$ cat src/rtl/refill_compressor_pkg.sv
// Shared definitions for the instruction-line refill/compression engine.
// Holds the dictionary field value widths, the instruction field slicing
// helpers (also used by the decompression path), their inverse, and the
// refill FSM state type.
package refill_compressor_pkg;

    localparam int unsigned FIELD1_VAL_WIDTH = 7;
    localparam int unsigned FIELD2_VAL_WIDTH = 15;
    localparam int unsigned FIELD3_VAL_WIDTH = 10;

    typedef enum logic [1:0] {
        StIdle,
        StFetch,
        StFill
    } state_e;

    // Field 1: opcode bits.
    function automatic logic [FIELD1_VAL_WIDTH-1:0] val_slice1(input logic [31:0] word);
        return word[6:0];
    endfunction

    // Field 2: register specifiers {rs2, rs1, rd}.
    function automatic logic [FIELD2_VAL_WIDTH-1:0] val_slice2(input logic [31:0] word);
        return {word[24:15], word[11:7]};
    endfunction

    // Field 3: function codes {funct7, funct3}.
    function automatic logic [FIELD3_VAL_WIDTH-1:0] val_slice3(input logic [31:0] word);
        return {word[31:25], word[14:12]};
    endfunction

    // Inverse of the three slices: rebuilds the original 32-bit word.
    function automatic logic [31:0] decompress(input logic [FIELD1_VAL_WIDTH-1:0] v1,
                                               input logic [FIELD2_VAL_WIDTH-1:0] v2,
                                               input logic [FIELD3_VAL_WIDTH-1:0] v3);
        return {v3[9:3], v2[14:5], v3[2:0], v2[4:0], v1};
    endfunction

endpackage

$ cat src/rtl/refill_compressor.sv
// Line refill engine feeding the raw and compressed instruction caches.
// On a miss it reads NUM_BLOCKS words of the line in ascending order, looks
// each word up in three external field dictionaries, and fills exactly one
// cache: the compressed one when compression was enabled at miss accept and
// every word hit all three dictionaries, the raw one otherwise.
//
// Ports:
//   clk, resetn                 clock, asynchronous active-low reset
//   comp_enable                 allow a compressed fill (sampled at miss accept)
//   flush                       discard the line currently in flight
//   miss_valid/ready/addr       miss request handshake and byte address
//   mem_req_*                   word read port; data valid when mem_req_ready=1
//   field*_val_lookup           dictionary lookup values sliced from read data
//   field*_val_lookup_result    dictionary hit flags (same cycle)
//   field*_key_out              dictionary keys for the looked-up values
//   raw_fill_*                  raw line fill handshake, address and data
//   comp_fill_*                 compressed line fill handshake, address and keys
//   stat_comp_lines/raw_lines   saturating completed-fill counters
module refill_compressor
    import refill_compressor_pkg::*;
#(
    parameter int unsigned NUM_BLOCKS       = 4,
    parameter int unsigned FIELD1_KEY_WIDTH = 3,
    parameter int unsigned FIELD2_KEY_WIDTH = 8,
    parameter int unsigned FIELD3_KEY_WIDTH = 5,
    parameter int unsigned STAT_WIDTH       = 16,
    localparam int unsigned KW = FIELD1_KEY_WIDTH + FIELD2_KEY_WIDTH + FIELD3_KEY_WIDTH
) (
    input  logic                          clk,
    input  logic                          resetn,
    input  logic                          comp_enable,
    input  logic                          flush,
    input  logic                          miss_valid,
    output logic                          miss_ready,
    input  logic [31:0]                   miss_addr,
    output logic                          mem_req_valid,
    input  logic                          mem_req_ready,
    output logic [31:0]                   mem_req_addr,
    input  logic [31:0]                   mem_req_rdata,
    output logic [FIELD1_VAL_WIDTH-1:0]   field1_val_lookup,
    output logic [FIELD2_VAL_WIDTH-1:0]   field2_val_lookup,
    output logic [FIELD3_VAL_WIDTH-1:0]   field3_val_lookup,
    input  logic                          field1_val_lookup_result,
    input  logic                          field2_val_lookup_result,
    input  logic                          field3_val_lookup_result,
    input  logic [FIELD1_KEY_WIDTH-1:0]   field1_key_out,
    input  logic [FIELD2_KEY_WIDTH-1:0]   field2_key_out,
    input  logic [FIELD3_KEY_WIDTH-1:0]   field3_key_out,
    output logic                          raw_fill_valid,
    input  logic                          raw_fill_ready,
    output logic [31:0]                   raw_fill_addr,
    output logic [32*NUM_BLOCKS-1:0]      raw_fill_data,
    output logic                          comp_fill_valid,
    input  logic                          comp_fill_ready,
    output logic [31:0]                   comp_fill_addr,
    output logic [KW*NUM_BLOCKS-1:0]      comp_fill_data,
    output logic [STAT_WIDTH-1:0]         stat_comp_lines,
    output logic [STAT_WIDTH-1:0]         stat_raw_lines
);

    localparam int unsigned CNT_W = $clog2(NUM_BLOCKS);
    localparam int unsigned OFF_W = CNT_W + 2;
    localparam logic [31:0] OFF_MASK = 32'(NUM_BLOCKS * 4 - 1);
    localparam logic [CNT_W-1:0] LAST_CNT = CNT_W'(NUM_BLOCKS - 1);

    state_e                           state_q, state_d;
    logic [CNT_W-1:0]                 cnt_q, cnt_d;
    logic [31:0]                      line_addr_q, line_addr_d;
    logic                             compressible_q, compressible_d;
    logic                             flush_pending_q, flush_pending_d;
    logic [STAT_WIDTH-1:0]            stat_comp_q, stat_comp_d;
    logic [STAT_WIDTH-1:0]            stat_raw_q, stat_raw_d;
    logic [NUM_BLOCKS-1:0][31:0]      raw_buf_q;
    logic [NUM_BLOCKS-1:0][KW-1:0]    key_buf_q;

    logic                             buf_we;
    logic                             all_hit;
    logic [KW-1:0]                    key_word;

    assign field1_val_lookup = val_slice1(mem_req_rdata);
    assign field2_val_lookup = val_slice2(mem_req_rdata);
    assign field3_val_lookup = val_slice3(mem_req_rdata);

    assign all_hit  = field1_val_lookup_result & field2_val_lookup_result &
                      field3_val_lookup_result;
    assign key_word = {field3_key_out, field2_key_out, field1_key_out};
    assign buf_we   = (state_q == StFetch) && mem_req_ready;

    assign mem_req_addr    = line_addr_q + {{(32 - OFF_W){1'b0}}, cnt_q, 2'b00};
    assign raw_fill_addr   = line_addr_q;
    assign comp_fill_addr  = line_addr_q;
    assign raw_fill_data   = raw_buf_q;
    assign comp_fill_data  = key_buf_q;
    assign stat_comp_lines = stat_comp_q;
    assign stat_raw_lines  = stat_raw_q;

    always_comb begin
        state_d         = state_q;
        cnt_d           = cnt_q;
        line_addr_d     = line_addr_q;
        compressible_d  = compressible_q;
        flush_pending_d = flush_pending_q;
        stat_comp_d     = stat_comp_q;
        stat_raw_d      = stat_raw_q;
        miss_ready      = 1'b0;
        mem_req_valid   = 1'b0;
        raw_fill_valid  = 1'b0;
        comp_fill_valid = 1'b0;

        unique case (state_q)
            StIdle: begin
                miss_ready = 1'b1;
                if (miss_valid) begin
                    line_addr_d     = miss_addr & ~OFF_MASK;
                    cnt_d           = '0;
                    compressible_d  = comp_enable;
                    flush_pending_d = 1'b0;
                    state_d         = StFetch;
                end
            end

            StFetch: begin
                mem_req_valid = 1'b1;
                if (flush) begin
                    flush_pending_d = 1'b1;
                end
                if (mem_req_ready) begin
                    compressible_d = compressible_q & all_hit;
                    if (cnt_q == LAST_CNT) begin
                        // A flush seen on the final beat still discards the line.
                        state_d = (flush_pending_q || flush) ? StIdle : StFill;
                    end else begin
                        cnt_d = cnt_q + CNT_W'(1);
                    end
                end
            end

            StFill: begin
                comp_fill_valid = compressible_q;
                raw_fill_valid  = ~compressible_q;
                if (flush) begin
                    state_d = StIdle;
                end else if (compressible_q && comp_fill_ready) begin
                    state_d = StIdle;
                    if (stat_comp_q != '1) begin
                        stat_comp_d = stat_comp_q + STAT_WIDTH'(1);
                    end
                end else if (!compressible_q && raw_fill_ready) begin
                    state_d = StIdle;
                    if (stat_raw_q != '1) begin
                        stat_raw_d = stat_raw_q + STAT_WIDTH'(1);
                    end
                end
            end

            default: state_d = StIdle;
        endcase
    end

    always_ff @(posedge clk or negedge resetn) begin
        if (!resetn) begin
            state_q         <= StIdle;
            cnt_q           <= '0;
            line_addr_q     <= '0;
            compressible_q  <= 1'b0;
            flush_pending_q <= 1'b0;
            stat_comp_q     <= '0;
            stat_raw_q      <= '0;
        end else begin
            state_q         <= state_d;
            cnt_q           <= cnt_d;
            line_addr_q     <= line_addr_d;
            compressible_q  <= compressible_d;
            flush_pending_q <= flush_pending_d;
            stat_comp_q     <= stat_comp_d;
            stat_raw_q      <= stat_raw_d;
        end
    end

    always_ff @(posedge clk or negedge resetn) begin
        if (!resetn) begin
            raw_buf_q <= '0;
            key_buf_q <= '0;
        end else if (buf_we) begin
            raw_buf_q[cnt_q] <= mem_req_rdata;
            key_buf_q[cnt_q] <= key_word;
        end
    end

endmodule
$ cat config.mk
export PLATFORM = sky130hd
export DESIGN_NAME = refill_compressor
export DESIGN_NICKNAME = d
export VERILOG_FILES = /design/src/rtl/refill_compressor_pkg.sv /design/src/rtl/refill_compressor.sv
export SDC_FILE = /design/constraint.sdc
export NUM_CORES = 1
export LEC_CHECK = 0
export BUFFER_PORTS_ARGS = -buffer_cell sky130_fd_sc_hd__buf_2
export CAP_MARGIN = 25
export CELL_PAD_IN_SITES_DETAIL_PLACEMENT = 1
export CELL_PAD_IN_SITES_GLOBAL_PLACEMENT = 2
export CORE_MARGIN = 2
export CORE_UTILIZATION = 34
export DETAILED_ROUTE_END_ITERATION = 7
export PLACE_DENSITY = 0.9
export SETUP_SLACK_MARGIN = 0.15
export SYNTH_ARGS = -nofsm -noshare
export SYNTH_HDL_FRONTEND = slang
export SYNTH_SLANG_ARGS = --single-unit
$ cat constraint.sdc
create_clock -name clk -period 2.8 [get_ports clk]
set_input_delay 0 -clock clk [delete_from_list [all_inputs] [get_ports clk]]
set_output_delay 0 -clock clk [all_outputs]
set_load 0.05 [all_outputs]
==> implementation parameters <==
Parameter                              Value

Global route
  Remaining Overflow, GRT    0
  Vias in the first global route    between 8000 and 9000
  Number of antenna violations at the first check in global routing    1
  Pin count of the biggest net entering global routing    86
  First-pass GRT wire length    between 40000 and 50000 um
  Combined global-route utilization of all metal layers    18.4%

STA
  Final Hold Violating Endpoints    0
  Slew margin rel.    between 50% and 60%
  RSZ-0062 raised after global routing    no
  Worst Skew    approximately 0.012 ns
  Fin. max-slew vios    0
  Minimum clock period    about 2.2 ns
  Tcrit/Tclk final    78.0%
  Final number of setup-violating endpoints    0
  Maximum clock frequency    approximately 460 MHz
  Actual slew at the worst max-slew pin    around 0.7 ns
  Accumulated negative setup slack    0 ns

Worst setup path
  Required time reported for the critical path endpoint    3.22 ns
  Endpoint of the worst-slack reg-to-reg timing path    raw_fill_data[30]
  Category of the worst setup path capture point    flip-flop
  Biggest fanout along the worst timing path    30
  Path depth of the worst reg2reg path    5
  CP Launch Type    flip-flop
  R2r startpoint    state_q[0]
  Data arrival, critical path    around 2.6 ns
  Kind of critical path    flip-flop to flip-flop
  Flop-to-flop setup slack    ~0.6 ns

Clock network
  Maximum buffer depth of the clock tree    3
  H-Tree Depth    1
  Clock tree from TritonCTS    done
  Clock Sink Count    about 260
  Cts bufs inserted    29
  Clock Root Buffer    clkbuf_16
  Clock transition at the registers of the reported paths    about 0.060 ns
  Number of buffers inserted by post-CTS setup repair    0
  Clock latency at the later pin of the worst-skew pair    0.55 ns

Yosys
  Area contributors post-synth    dfrtp_1 59%, mux2_2 17%, buf_4 6.9%
  Number of enable-type register cells in the synthesized netlist    0
  Post-synth design cell area    between 0.01 and 0.015 mm2
  Post-synthesis register bit count    258
  Most used DFF post-synth    dfrtp_1
  Largest area contributor in the netlist    dfrtp_1
  Dominant cell by count in the synthesized netlist    dfrtp_1
  Share of the synthesized area in the top cell type    58.7%
  Sequential area share after synthesis    between 50% and 60%
  Share of flip-flops with an asynchronous set or reset after synthesis    100%
  Synthesis warning total    0
  Syn avg cell area    approximately 14 um2
  Count of unique library cells instantiated by Yosys    47
  Post-Syn Instances    about 760
  Most common library cells after synthesis    258 x dfrtp_1, 165 x mux2_2, 101 x buf_4

Place
  Placer congestion estimate    0.781
  Detailed placement HPWL    between 20000 and 25000 um
  Buffers added on ports    ~430

Floorplan
  Top-level port count    about 450
  Die span in y    184 um
  Area of the placeable core    around 0.032 mm2
  Effective utilization at floorplan    34.7%
  Die width    between 150 and 200 um
  Cell Rows    65
  Full die area    0.0338 mm2

Final layout
  Area added between synthesis and finish    34.7%
  Number of nets in the layout    ~1300
  Final core occ    a little under half
  Share of cells above drive strength 1    a little over half

Routing
  Routed vias    just under 8000
  Length of the first detailed-routing pass in iterations    4
  Detailed-route DRC error count    0
  Final Routed Wirelength    32100 um
  Remaining number of nets flagged by the antenna check after routing    0
  Drt initial violations    270
  WL/cell    19.7 um
  Post-DR vias/cell    ~4.8

Status
  Outcome    completed

Hold path
  Tightest Hold Check Type    primary input to async pin

Job
  Reported max-cap violation count    0
==> registers in the layout, summed over array words and instances, names as in the netlist <==
| register | count |
|---|---|
| raw_fill_data | 128 |
| comp_fill_data | 64 |
| comp_fill_addr | 28 |
| stat_comp_lines | 16 |
| stat_raw_lines | 16 |
| cnt_q | 2 |
| state_q | 2 |
| compressible_q | 1 |
| flush_pending_q | 1 |
==> through the flow <==
step	worst slack, ns	std cells	hold slack (ns)	cell area, um2
finish	0.616	1627	0.0573	14800
global route	0.493	1627	0.0800	14800
CTS	0.588	1626	0.00864	14800
detailed placement	0.581	1488	0.0635	12900
global placement	0.613	1488	0.0659	12900
floorplan	0.711	768	-0.296	11000
==> worst max path at each step <==
stage / start / endpoint
floorplan: state_q[0] / stat_raw_lines[1]
global placement: state_q[0] / raw_fill_data[28]
detailed placement: state_q[0] / comp_fill_data[13]
CTS: state_q[0] / raw_fill_data[30]
global route: state_q[0] / raw_fill_data[30]
finish: state_q[0] / raw_fill_data[30]
==> layer usage <==
metal | up-vias | wire, um | GRT usage [%]
met2 | 320 | 16700 | 33.9
met3 | 59 | 2500 | 5.55
met4 | 0 | 1020 | 5.76
met1 | 3928 | 11900 | 20.3
li1 | 3441 | - | -
met5 | - | 0 | 0
==> timing repair <==
item / CTS / global route
endpoints found under the hold margin: 308 / 0
resized for setup: 0 / 0
hold buffers: 84 / 0
==> placed cells by master, fill, tap and decap left out, types with 5 or more instances in the layout <==
master	count
buf_2	431
dfrtp_1	258
mux2_2	165
dlygate4sd3_1	84
mux2_1	60
clkbuf_16	29
xor2_1	23
nand2_1	14
clkbuf_8	11
nand3_1	10
conb_1	10
nor2_1	8
nor3_1	8
nor4_1	8
and4_1	7
o21ai_0	7
nand4_1	6
ha_1	6
clkinv_2	6
buf_12	6
inv_1	5
==> area by class of cell <==
| cell class | instances | area, um2 |
|---|---|---|
| Fill cell | 3332 | 16900 |
| Inverter | 5 | 18.8 |
| Multi-Input combinational cell | 381 | 3640 |
| Timing Repair Buffer | 526 | 3160 |
| Tap cell | 402 | 503 |
| Clock buffer | 44 | 892 |
| Antenna cell | 1 | 2.50 |
| Clock inverter | 10 | 129 |
| Sequential cell | 258 | 6460 |
==> worst max-delay path, stage by stage (launching register included) <==
cell and delay, ns:
dfrtp_1 0.56, nor2b_4 0.29, and2_2 0.24, nand2_2 0.31, buf_12 0.31, mux2_1 0.34
==> cell families (layout without fill, tap and decap cells) <==
kind of cell	count (synthesis)	in the layout	synth area share, %
DFF	258	258	58.7
muxes	229	229	23.5
buffers and inverters	129	585	8.54
and+or+nand+nor	89	89	5.13
xor gates and xnor gates	24	24	1.91
AOI/OAI and AO/OA	23	23	1.50
adders and majority gates	6	6	0.683
other	1	11	0.0341
Power is left out: the tool's default activity adds up to more than one toggle a clock period on the data nets, which glitch-free logic cannot reach.
